`config.mk`:
```
export PLATFORM = sky130hd
export DESIGN_NAME = fetch_stage
export DESIGN_NICKNAME = d
export VERILOG_FILES = /design/src/rtl/fetch_stage_pkg.sv /design/src/rtl/fetch_skid_buffer.sv /design/src/rtl/fetch_stage.sv
export SDC_FILE = /design/constraint.sdc
export NUM_CORES = 1
export LEC_CHECK = 0
export CAP_MARGIN = 25
export CORE_MARGIN = 8
export CORE_UTILIZATION = 51
export CTS_BUF_LIST = sky130_fd_sc_hd__clkbuf_4 sky130_fd_sc_hd__clkbuf_8
export DETAILED_ROUTE_END_ITERATION = 10
export GPL_TIMING_DRIVEN = 0
export PLACE_DENSITY = 0.77
export SLEW_MARGIN = 20
export SYNTH_ARGS = -nofsm -noshare
export SYNTH_HDL_FRONTEND = slang
export SYNTH_SLANG_ARGS = --single-unit
```
`constraint.sdc`:
```
create_clock -name clk -period 3.05 [get_ports clk]
set_input_delay 0.305 -clock clk [delete_from_list [all_inputs] [get_ports clk]]
set_output_delay 0.305 -clock clk [all_outputs]
set_load 0.05 [all_outputs]
```
`src/rtl/fetch_stage_pkg.sv`:
```
// Constants shared by fetch, decode and immediate generation: FSM encodings,
// default NOP word, PC step and RV base opcodes.
package fetch_stage_pkg;

    localparam logic [1:0] ST_IDLE = 2'd0;
    localparam logic [1:0] ST_REQ  = 2'd1;
    localparam logic [1:0] ST_WAIT = 2'd2;

    localparam logic [31:0] NOP_INSTR_DEF = 32'h0000_0013;
    localparam int unsigned PC_STEP       = 4;

    localparam logic [6:0] OPC_LUI    = 7'b0110111;
    localparam logic [6:0] OPC_AUIPC  = 7'b0010111;
    localparam logic [6:0] OPC_JAL    = 7'b1101111;
    localparam logic [6:0] OPC_JALR   = 7'b1100111;
    localparam logic [6:0] OPC_BRANCH = 7'b1100011;
    localparam logic [6:0] OPC_LOAD   = 7'b0000011;
    localparam logic [6:0] OPC_STORE  = 7'b0100011;
    localparam logic [6:0] OPC_OP_IMM = 7'b0010011;
    localparam logic [6:0] OPC_OP     = 7'b0110011;

    function automatic logic [6:0] opcode_of(input logic [31:0] instr);
        return instr[6:0];
    endfunction

endpackage

```
`src/rtl/fetch_skid_buffer.sv`:
```
// One-entry {instruction, pc} holding register; clear beats load beats unload.
module fetch_skid_buffer #(
    parameter int unsigned XLEN = 64
) (
    input  logic            clk,
    input  logic            reset_n,
    input  logic            load_i,
    input  logic            unload_i,
    input  logic            clear_i,
    input  logic [31:0]     instr_i,
    input  logic [XLEN-1:0] pc_i,
    output logic            valid_o,
    output logic [31:0]     instr_o,
    output logic [XLEN-1:0] pc_o
);

    logic            valid_q, valid_d;
    logic [31:0]     instr_q, instr_d;
    logic [XLEN-1:0] pc_q, pc_d;

    always_comb begin
        valid_d = valid_q;
        instr_d = instr_q;
        pc_d    = pc_q;
        if (clear_i) begin
            valid_d = 1'b0;
        end else if (load_i) begin
            valid_d = 1'b1;
            instr_d = instr_i;
            pc_d    = pc_i;
        end else if (unload_i) begin
            valid_d = 1'b0;
        end
    end

    always_ff @(posedge clk) begin
        if (!reset_n) begin
            valid_q <= 1'b0;
            instr_q <= '0;
            pc_q    <= '0;
        end else begin
            valid_q <= valid_d;
            instr_q <= instr_d;
            pc_q    <= pc_d;
        end
    end

    assign valid_o = valid_q;
    assign instr_o = instr_q;
    assign pc_o    = pc_q;

endmodule

```
`src/rtl/fetch_stage.sv`:
```
// IF stage: PC, single-outstanding fetch FSM, valid/ready decode register plus skid.
// Define FETCH_MISALIGN_TRAP_EN to trap (and halt) on misaligned redirect targets.
module fetch_stage
    import fetch_stage_pkg::*;
#(
    parameter int unsigned     XLEN      = 64,
    parameter logic [XLEN-1:0] RESET_PC  = '0,
    parameter logic [31:0]     NOP_INSTR = NOP_INSTR_DEF
) (
    input  logic            clk,
    input  logic            reset_n,
    output logic            imem_req_valid,
    input  logic            imem_req_ready,
    output logic [XLEN-1:0] imem_addr,
    input  logic            imem_resp_valid,
    input  logic [31:0]     imem_resp_data,
    input  logic            redirect_valid,
    input  logic [XLEN-1:0] redirect_pc,
    output logic            id_valid,
    input  logic            id_ready,
    output logic [31:0]     id_instruction,
    output logic [XLEN-1:0] id_pc,
    output logic            fetch_misaligned
);

    logic [1:0]      state_q, state_d;
    logic [XLEN-1:0] pc_q, pc_d;
    logic            squash_q, squash_d;
    logic            misalign_q, misalign_d;
    logic            id_valid_q, id_valid_d;
    logic [31:0]     id_instr_q, id_instr_d;
    logic [XLEN-1:0] id_pc_q, id_pc_d;

    logic            skid_valid, skid_load, skid_unload, skid_clear;
    logic [31:0]     skid_instr;
    logic [XLEN-1:0] skid_pc;

    logic            req_fire, id_xfer, resp_take, redirect_bad;
    logic [XLEN-1:0] redirect_tgt;

    assign req_fire  = (state_q == ST_REQ) && imem_req_ready;
    assign id_xfer   = id_valid_q && id_ready;
    assign resp_take = (state_q == ST_WAIT) && imem_resp_valid && !squash_q && !redirect_valid;

`ifdef FETCH_MISALIGN_TRAP_EN
    assign redirect_tgt = redirect_pc;
    assign redirect_bad = redirect_valid && (redirect_pc[1:0] != 2'b00);
    assign misalign_d   = redirect_valid ? redirect_bad : misalign_q;
`else
    assign redirect_tgt = redirect_pc & ~XLEN'(3);
    assign redirect_bad = 1'b0;
    assign misalign_d   = 1'b0;
`endif

    fetch_skid_buffer #(.XLEN(XLEN)) u_skid (
        .clk      (clk),
        .reset_n  (reset_n),
        .load_i   (skid_load),
        .unload_i (skid_unload),
        .clear_i  (skid_clear),
        .instr_i  (imem_resp_data),
        .pc_i     (pc_q),
        .valid_o  (skid_valid),
        .instr_o  (skid_instr),
        .pc_o     (skid_pc)
    );

    // Decode register: the skid can only be full while the register is full,
    // so a response never competes with a skid refill.
    always_comb begin
        id_valid_d  = id_valid_q;
        id_instr_d  = id_instr_q;
        id_pc_d     = id_pc_q;
        skid_load   = 1'b0;
        skid_unload = 1'b0;
        skid_clear  = 1'b0;
        if (redirect_valid) begin
            id_valid_d = 1'b0;
            skid_clear = 1'b1;
        end else if (id_xfer) begin
            if (skid_valid) begin
                id_instr_d  = skid_instr;
                id_pc_d     = skid_pc;
                skid_unload = 1'b1;
            end else if (resp_take) begin
                id_instr_d = imem_resp_data;
                id_pc_d    = pc_q;
            end else begin
                id_valid_d = 1'b0;
            end
        end else if (resp_take) begin
            if (!id_valid_q) begin
                id_valid_d = 1'b1;
                id_instr_d = imem_resp_data;
                id_pc_d    = pc_q;
            end else begin
                skid_load = 1'b1;
            end
        end
    end

    always_comb begin
        state_d  = state_q;
        pc_d     = pc_q;
        squash_d = squash_q;
        case (state_q)
            ST_IDLE: if ((!skid_valid || redirect_valid) && !misalign_d) state_d = ST_REQ;
            ST_REQ:  if (req_fire) state_d = ST_WAIT;
            ST_WAIT: begin
                if (imem_resp_valid) begin
                    if (squash_q) begin
                        squash_d = 1'b0;
                        state_d  = ST_REQ;
                    end else begin
                        pc_d    = pc_q + XLEN'(PC_STEP);
                        state_d = skid_load ? ST_IDLE : ST_REQ;
                    end
                end
            end
            default: state_d = ST_IDLE;
        endcase
        // A stale response can only land outside WAIT after a trap halted fetch.
        if ((state_q != ST_WAIT) && imem_resp_valid) squash_d = 1'b0;
        if (redirect_valid) begin
            pc_d = redirect_tgt;
            if (state_q == ST_REQ) begin
                if (req_fire) begin
                    squash_d = 1'b1;
                    state_d  = ST_WAIT;
                end else begin
                    state_d  = ST_IDLE;
                end
            end else if (state_q == ST_WAIT) begin
                squash_d = !imem_resp_valid;
                state_d  = imem_resp_valid ? ST_REQ : ST_WAIT;
            end
            if (redirect_bad) state_d = ST_IDLE;
        end
    end

    always_ff @(posedge clk) begin
        if (!reset_n) begin
            state_q    <= ST_IDLE;
            pc_q       <= RESET_PC;
            squash_q   <= 1'b0;
            misalign_q <= 1'b0;
            id_valid_q <= 1'b0;
            id_instr_q <= NOP_INSTR;
            id_pc_q    <= '0;
        end else begin
            state_q    <= state_d;
            pc_q       <= pc_d;
            squash_q   <= squash_d;
            misalign_q <= misalign_d;
            id_valid_q <= id_valid_d;
            id_instr_q <= id_instr_d;
            id_pc_q    <= id_pc_d;
        end
    end

    assign imem_req_valid   = (state_q == ST_REQ);
    assign imem_addr        = pc_q;
    assign id_valid         = id_valid_q;
    assign id_instruction   = id_valid_q ? id_instr_q : NOP_INSTR;
    assign id_pc            = id_pc_q;
    assign fetch_misaligned = misalign_q;

endmodule
```
==> results of run 1 <==
-- worst min-delay path, cell delays in order --
cell      delay (ps)
clkbuf_1         170
nand2_1          190
a21oi_1           50
-- metrics by stage --
stage | total power (uW) | setup TNS (ps)
4_1_cts | 7688 | 0
2_1_floorplan | 4091 | 0
5_1_grt | 7912 | 0
3_5_place_dp | 4511 | -108230
3_3_place_gp | 4500 | -108930
6_report | 7674 | 0
-- layout make-up --
cell class | count | area, um2
fillers | 1839 | 6591
multi-input cells | 988 | 5812
flip-flops and latches | 255 | 5105
repair buffers | 256 | 2562
clock buffers | 72 | 890.9
plain buffers | 122 | 520.5
well taps | 280 | 350.3
inverters | 9 | 33.78
clock inverters | 4 | 25.02
-- path summary, 6_finish.rpt --
path | startpoint | endpoint | slack, ps | cells past startpoint
setup / recovery | state_q[0]$_SDFF_PN0_ | u_skid.instr_o[29]$_SDFFE_PN0P_ | 150 | 7
hold / removal | reset_n | id_valid$_SDFFE_PP0P_ | 230 | 3
setup reg to reg | state_q[0]$_SDFF_PN0_ | u_skid.instr_o[29]$_SDFFE_PN0P_ | 150 | 7
hold reg to reg | u_skid.instr_o[8]$_SDFFE_PN0P_ | u_skid.instr_o[8]$_SDFFE_PN0P_ | 450 | 2
-- power groups by stage --
| stage | combinational [uW] | sequential (uW) | clock [uW] |
|---|---|---|---|
| finish | 913 | 3540 | 3220 |
| global route | 966 | 3550 | 3400 |
| CTS | 911 | 3530 | 3240 |
| detailed placement | 907 | 3600 | 0 |
| global placement | 897 | 3600 | 0 |
| floorplan | 291 | 3800 | 0 |
-- Yosys cell counts (2+ instances only) --
master	instances	share of area
a211o_1	4	0.0031
a211oi_1	117	0.077
a21oi_1	110	0.048
a311oi_1	5	0.0038
a31oi_1	12	0.0066
and2_1	37	0.020
and3_1	10	0.0055
and4_1	19	0.015
buf_1	6	0.0020
buf_2	3	0.0013
buf_4	6	0.0040
buf_6	2	0.0020
clkbuf_1	102	0.034
dfxtp_1	255	0.45
inv_1	7	0.0023
mux2i_1	98	0.086
nand2_1	222	0.073
nand2b_1	5	0.0027
nand3_1	19	0.0083
nand4_1	29	0.016
nor2_1	131	0.043
nor2b_1	7	0.0038
nor3_1	31	0.014
nor3b_1	2	0.0013
nor4_1	10	0.0055
o211ai_1	4	0.0026
o21ai_0	43	0.019
o31ai_1	6	0.0040
or3_1	10	0.0055
or4_1	9	0.0059
xnor2_1	19	0.015
xor2_1	9	0.0069
-- flip-flops by register name (all words and copies together), names as in the netlist --
| signal | flops |
|---|---|
| u_skid.instr_o | 32 |
| u_skid.pc_o | 62 |
| id_pc | 62 |
| u_skid.valid_o | 1 |
| id_instr_q | 32 |
| id_valid | 1 |
| imem_addr | 62 |
| state_q | 2 |
| squash_q | 1 |
-- cells by family (layout without fill, tap and decap cells) --
logic type,after synthesis,count (layout),share of synthesized area
fa+ha+maj,1,1,0.001098
compound gates,308,308,0.1700
xor+xnor,28,28,0.02152
simple gates,548,548,0.2252
buf+inv,131,463,0.04786
mux,98,98,0.08606
other cells,1,5,0.0003290
flops,255,255,0.4479
-- routing by layer --
layer  global-route usage  vias to the layer above  wire length (um)
met5                    0                        -                41
li1                     -                     5468                 -
met1               0.3381                     5317             15690
met3              0.07660                      100              3601
met2               0.4473                      453             17900
met4              0.09497                        6              1194
==> reports/results.txt, run 1 <==
WL final - 38.43 mm
Critical Path, Cell by Cell - nand4bb_1 -> clkbuf_1 -> nor3_2 -> buf_1 -> buf_1 -> nand2_1 -> a21oi_1
First-pass GRT wire length - 59.64 mm
DR WL/cell - 19.35 um
Die W - 165.5 um
Worst Setup Start Kind - flip-flop
Residual DRC - 0
Layout cells sized above 1 - 0.06272
Combinational group share of total power - 0.119
Die Span Y - 165.5 um
Flop pwr share - 0.461
Final Setup Violations - 0
Worst path most repeated cell - buf_1
Die Footprint - 0.02739 mm2
Core region area - 0.02189 mm2
Commonest cells after routing, fill and taps aside - 256 x clkdlybuf4s50_1, 255 x dfxtp_1, 222 x nand2_1, 131 x nor2_1, 117 x a211oi_1
FP Rows - 54
RSZ-0062 raised after global routing - false
CTS tree - done
CTS resizes - 6
LEAKAGE - 0.005660 uW
Post-route cell area - 0.01530 mm2
Vias per cell - 5.712
Commonest non-fill, non-tap cell in the layout - clkdlybuf4s50_1
Setup ws final - 153.2 ps
Switching power - 2073 uW
Internal power - 5601 uW
Num CTS Buffers - 45
Grt total ovfl - 0
Dpl hpwl - 28.35 mm
Vias - 11340
Vias in the first global route - 11090
Largest net degree at the start of global routing - 12
Ys async rst share - 0
Synth Cell Area - 0.01140 mm2
Layout area overhead - 34.23%
Critical path data required time - 3510 ps
GP Congestion - 0.8784
Number of flops mapped to enable cells by yosys - 0
Slowest cell on the critical path - buf_1
Core Util, Final - 0.6989
Final Instance Count excl. Fillers - 1986
Mapped Cells - 1370
Mean post-synth cell area - 8.320 um2
Library cells used by synthesis - 53
Kind of critical path - flip-flop to flip-flop
Drt pass-1 iters - 5
Yosys reg bits - 255
Clock network fraction of total power - 0.420
Placed Cells - 1910
Num ports - 265
Clock Skew - 21.48 ps
CP endpoint kind - flip-flop
Post-CTS Hold Fix Bufs - 0
Max clock buf depth - 3
Total GRT Usage - 0.2729
Clk slew on worst S/H paths - 60 ps
Tmin final - 2897 ps
Sw Share - 0.2701
Max_slew headroom - 0.3347
Initial antenna violation count - 3
YS warnings - 0
H-tree levels - 2
Place WS - -917.1 ps
HP Class - input port to flip-flop
Skew-Pair Late Insertion Delay - 560 ps
Initial core utilization - 0.5207
CP arrival - 3360 ps
Final #Nets - 1780
Power per Cell Area - 501.6 mW/mm2
Clock Tree Root - clkbuf_8
Sequential element share of the synthesized area - 0.4479
Slew @ Worst Pin - 990.3 ps
Hold Fails Final Rpt - 0
Post-DP Area - 0.01433 mm2
WHS - 226.5 ps
Max IR drop VDD - 0.3791 mV
Port-buffer cells - 256
Iteration-0 DRC count of the detailed router - 883
Final ANT Viol Nets - 0
Predominant post-synthesis flop cell - dfxtp_1
Status - finished, final reports clean
WP buf/inv - 3
Max Cap Violations - 0
Fin. max-slew vios - 0
ANT cells - 0
Delay-heaviest family, CP - buffers and inverters
Setup bufs post-CTS - 0
F_max - 0.3452 GHz
Final period util - 0.9498
CP max stage delay - 730 ps
Clk sinks - 255
Worst-path fanout max - 10
Power figures use the tool's default switching activity.
==> run 2: changes to the inputs <==
==> constraint.sdc (replaced) <==
create_clock -name clk -period 3.05 [get_ports clk]
set_input_delay 0.4575 -clock clk [delete_from_list [all_inputs] [get_ports clk]]
set_output_delay 0.4575 -clock clk [all_outputs]
set_load 0.05 [all_outputs]
==> run 2 against run 1 <==
Count of clock-buffer cells in the layout unchanged; wire length about the same; sequential share of layout area about the same; first-iteration DRC count up 1.0%; hold slack better by 150 ps.
==> reports/results.txt, run 2 (same netlist as run 1, synthesis figures left out) <==
WL final - 38.46 mm
Layout cells sized above 1 - 0.06389
Critical Path, Cell by Cell - clkdlybuf4s50_1 -> nand4bb_1 -> clkbuf_1 -> nor3_2 -> buf_1 -> buf_1 -> nand2_1 -> a21oi_1
Final Setup Violations - 0
Max_slew headroom - 0.3347
Initial core utilization - 0.5207
Worst Setup Start Kind - input port
Skew-Pair Late Insertion Delay - 560 ps
Num ports - 265
CP max stage delay - 720 ps
Commonest cells after routing, fill and taps aside - 256 x clkdlybuf4s50_1, 255 x dfxtp_1, 222 x nand2_1, 131 x nor2_1, 117 x a211oi_1
Setup bufs post-CTS - 0
Max clock buf depth - 3
Vias in the first global route - 11090
Critical path data required time - 3530 ps
Number of fill cells - 1837
Layout area overhead - 34.25%
WHS - 380.2 ps
Num CTS Buffers - 45
CTS tree - done
Final #Nets - 1780
GP Congestion - 0.8784
Worst-path fanout max - 10
Initial antenna violation count - 3
Fin Setup TNS - 0 ps
Residual DRC - 0
Post-CTS Hold Fix Bufs - 0
Largest net degree at the start of global routing - 12
Final ANT Viol Nets - 0
Core region area - 0.02189 mm2
Sw Share - 0.2703
Die Footprint - 0.02739 mm2
Clock Tree Root - clkbuf_8
WP buf/inv - 4
Total GRT Usage - 0.2729
Final period util - 0.9598
Iteration-0 DRC count of the detailed router - 892
Die W - 165.5 um
Cells on Worst Hold Path - 3
Met2 usage - 0.4473
Switching power - 2075 uW
Flop pwr share - 0.461
Clock network fraction of total power - 0.420
Clk sinks - 255
Worst path most repeated cell - buf_1
CP arrival - 3400 ps
Vias - 11370
Internal power - 5601 uW
Die Span Y - 165.5 um
H-tree levels - 2
F_max - 0.3416 GHz
Met1 Track Usage GR - 0.3381
CP endpoint kind - flip-flop
DR WL/cell - 19.37 um
Drt pass-1 iters - 5
Max IR drop VDD - 0.3791 mV
Max Cap Violations - 0
HP Class - input port to flip-flop
Power per Cell Area - 501.6 mW/mm2
Combinational group share of total power - 0.119
Fin. max-slew vios - 0
Core Util, Final - 0.6990
Dpl hpwl - 28.35 mm
GRT busiest layer - met2
First-pass GRT wire length - 59.64 mm
RSZ-0062 raised after global routing - false
Clk slew on worst S/H paths - 60 ps
Port-buffer cells - 256
Grt total ovfl - 0
Clock Skew - 21.71 ps
ANT cells - 0
Kind of critical path - input port to flip-flop
Slew @ Worst Pin - 990.3 ps
Tmin final - 2927 ps
Hold Fails Final Rpt - 0
LEAKAGE - 0.005667 uW
GRT met3 Usage - 0.07660
Slowest cell on the critical path - buf_1
Commonest non-fill, non-tap cell in the layout - clkdlybuf4s50_1
FP Rows - 54
Status - finished, final reports clean
FF-to-FF path depth - 7
Delay-heaviest family, CP - buffers and inverters
Vias per cell - 5.723
Levels on crit path - 8
-- run 2: cell count changes in the layout (fill, tap and decap cells not counted) --
| cell | delta |
|---|---|
| clkbuf_2 | +2 |
| clkbuf_1 | -2 |
-- run 2: tightest hold or removal path, stage by stage --
cell and delay, ps:
clkbuf_1 180, nand2_1 190, a21oi_1 50
-- run 2: final cells by class --
class	count	area (um2)	area share
Multi-Input combinational cell	988	5812	0.3798
Sequential cell	255	5105	0.3336
Timing Repair Buffer	256	2562	0.1675
Clock buffer	72	890.9	0.05822
Buffer	122	523.0	0.03418
Tap cell	280	350.3	0.02289
Inverter	9	33.78	0.002208
Clock inverter	4	25.02	0.001635
-- run 2: routing by layer --
metal	vias to the layer above	routed length (um)
met5	-	41
met4	6	1169
met3	97	3700
met2	463	17940
met1	5335	15620
li1	5465	-
-- run 2: worst paths after layout --
path | end | slack [ps] | startpoint
setup / recovery | u_skid.instr_o[3]$_SDFFE_PN0P_ | 120 | imem_resp_valid
hold / removal | id_valid$_SDFFE_PP0P_ | 380 | reset_n
setup reg to reg | u_skid.instr_o[3]$_SDFFE_PN0P_ | 130 | state_q[0]$_SDFF_PN0_
hold reg to reg | u_skid.instr_o[8]$_SDFFE_PN0P_ | 450 | u_skid.instr_o[8]$_SDFFE_PN0P_
-- run 2: power groups by stage --
stage | clock network [uW] | logic [uW] | registers (uW)
2_1_floorplan | 0 | 291 | 3800
3_3_place_gp | 0 | 897 | 3600
3_5_place_dp | 0 | 907 | 3600
4_1_cts | 3240 | 911 | 3530
5_1_grt | 3400 | 966 | 3550
6_report | 3220 | 913 | 3540
-- run 2: per-stage QoR --
| step | instance area (um2) | setup WS, ps | power, uW | std cells |
|---|---|---|---|---|
| finish | 15300 | 122.7 | 7675 | 1986 |
| global route | 15300 | 2.856 | 7913 | 1986 |
| CTS | 15270 | 4.036 | 7688 | 1986 |
| detailed placement | 14330 | -1070 | 4511 | 1910 |
| global placement | 14330 | -1064 | 4500 | 1910 |
| floorplan | 11410 | 98.41 | 4091 | 1374 |
-- run 2: what timing repair did --
item / CTS / global route
setup endpoints to repair: 134 / 123
resized for setup: 6 / 20
endpoints found under the hold margin: 0 / 0
==> run 3: changes to the inputs <==
==> constraint.sdc (replaced) <==
create_clock -name clk -period 2.79 [get_ports clk]
set_input_delay 0.4185 -clock clk [delete_from_list [all_inputs] [get_ports clk]]
set_output_delay 0.4185 -clock clk [all_outputs]
set_load 0.05 [all_outputs]
==> run 3 against run 2 <==
Sequential cell count unchanged; largest cell class unchanged; register-to-register slack about the same; clock skew down 11 ps; largest power group unchanged; worst setup slack worse by 14 ps; combinational power up 9.3%.
==> reports/results.txt, run 3 (same netlist as run 1, synthesis figures left out) <==
Status - finished, final reports clean
CTS tree - done
Clk sinks - 255
Clock Tree Root - clkbuf_8
Vias - 11400
CP Launch Point - id_valid$_SDFFE_PP0P_
Internal power - 6009 uW
Residual DRC - 0
Fin. max-slew vios - 0
Num ports - 265
Worst-path fanout max - 10
Power per Cell Area - 537.8 mW/mm2
GRT met3 Usage - 0.08627
Num CTS Buffers - 42
Combinational group share of total power - 0.121
Min-delay src - reset_n
Tmin final - 2682 ps
Core Util, Final - 0.7010
Final Setup Violations - 0
Commonest cells after routing, fill and taps aside - 244 x dfxtp_1, 227 x clkdlybuf4s50_1, 222 x nand2_1, 131 x nor2_1, 117 x a211oi_1
Max Cap Violations - 0
GP Congestion - 0.8791
Clock Skew - 10.30 ps
Sw Share - 0.2718
Max clock buf depth - 3
CP endpoint kind - primary output
Iteration-0 DRC count of the detailed router - 903
Final period util - 0.9612
RR Startpoint - imem_addr[37]$_SDFFE_PN0P_
Grt total ovfl - 0
Delay-heaviest family, CP - buffers and inverters
Final ANT Viol Nets - 0
Initial core utilization - 0.5207
HP Class - input port to flip-flop
Reg-to-Reg End - imem_addr[59]$_SDFFE_PN0P_
CP arrival - 2260 ps
Max_slew headroom - 0.3524
Flop pwr share - 0.470
GRT busiest layer - met2
Cells on Worst Hold Path - 3
FF-to-FF path depth - 8
Layout cells sized above 1 - 0.07864
Max IR drop VDD - 0.3774 mV
DR WL/cell - 19.66 um
Final Instance Count excl. Fillers - 1987
Core region area - 0.02189 mm2
Die Footprint - 0.02739 mm2
Worst Setup Start Kind - flip-flop
Largest net degree at the start of global routing - 11
Die Span Y - 165.5 um
Met2 usage - 0.4390
Skew-Pair Late Insertion Delay - 550 ps
Layout area overhead - 34.62%
Total GRT Usage - 0.2762
Final #Nets - 1782
Port-buffer cells - 256
Vias per cell - 5.736
Slowest cell on the critical path - dfxtp_1
WL final - 39.07 mm
LEAKAGE - 0.005895 uW
Hold Fails Final Rpt - 0
Dpl hpwl - 28.28 mm
Drt pass-1 iters - 5
Placed Cells - 1910
WP buf/inv - 2
Vias in the first global route - 11060
CP max stage delay - 570 ps
F_max - 0.3729 GHz
Switching power - 2243 uW
Fin Setup TNS - 0 ps
Total power - 8252 uW
Initial antenna violation count - 3
First-pass GRT wire length - 60.26 mm
FP Rows - 54
Slew @ Worst Pin - 971.4 ps
Worst Hold End - u_skid.valid_o$_SDFFE_PP0P_
Kind of critical path - flip-flop to primary output
Critical Path, Cell by Cell - clkbuf_1 -> and2_1 -> dlygate4sd2_1
Clock network fraction of total power - 0.410
Clk slew on worst S/H paths - 60 ps
Commonest non-fill, non-tap cell in the layout - dfxtp_1
Critical path data required time - 2370 ps
Met1 Track Usage GR - 0.3436
Worst reg2reg setup slack - 120 ps
Die W - 165.5 um
H-tree levels - 2
[run 3: per-layer routing]
layer | vias up | routed length, um
li1 | 5449 | -
met1 | 5381 | 16360
met2 | 482 | 17850
met3 | 85 | 3670
met4 | 0 | 1186
met5 | - | 0
[run 3: worst max-delay path by stage]
stage                                              to  slack (ps)  cells past startpoint
after global placement     id_instr_q[9]$_SDFFE_PN0P_       -1290                      9
after detailed placement  id_instr_q[16]$_SDFFE_PN0P_       -1290                      9
after CTS                      id_pc[35]$_SDFFE_PN0P_           2                      9
after floorplan            imem_addr[52]$_SDFFE_PN0P_          40                      8
after global routing       imem_addr[62]$_SDFFE_PN0P_         -30                      7
final                              id_instruction[29]         110                      3
[run 3: cell type report]
class | count | area [um2]
Sequential cell | 255 | 5131
Fill cell | 1804 | 6546
Timing Repair Buffer | 263 | 2579
Buffer | 120 | 539.3
Clock inverter | 3 | 17.52
Inverter | 9 | 33.78
Multi-Input combinational cell | 988 | 5847
Antenna cell | 3 | 7.507
Clock buffer | 66 | 839.6
Tap cell | 280 | 350.3
[run 3: worst register-to-register path: stages (launching register included)]
cell,delay (ps)
dfxtp_1,320
clkbuf_1,350
nand4_1,180
buf_4,210
nor3_4,180
buf_4,200
nand4_1,370
or4_1,590
a31oi_1,200
[run 3: repair_timing]
item                                    CTS  global route
gates cloned                              0             0
hold buffers                              0             0
pin swaps                                 2             3
endpoints found under the setup margin  213           150
buffers inserted                          0             7
resized for setup                        53            36
[run 3: power by group through the flow]
| stage | clock [uW] | sequential [uW] | combinational (uW) |
|---|---|---|---|
| after floorplan | 0 | 4160 | 318 |
| after global placement | 0 | 3940 | 981 |
| after detailed placement | 0 | 3940 | 991 |
| after CTS | 3380 | 3870 | 999 |
| after global routing | 3560 | 3890 | 1060 |
| final | 3380 | 3870 | 998 |
[run 3: stage by stage]
| stage | area (um2) | setup slack [ps] | hold slack, ps |
|---|---|---|---|
| 5_1_grt | 15340 | -31.59 | 377.8 |
| 4_1_cts | 15230 | 2.033 | 313.4 |
| 3_5_place_dp | 14340 | -1290 | 445.6 |
| 3_3_place_gp | 14340 | -1293 | 440.3 |
| 6_report | 15340 | 108.3 | 347.1 |
| 2_1_floorplan | 11420 | 40.48 | 435.7 |
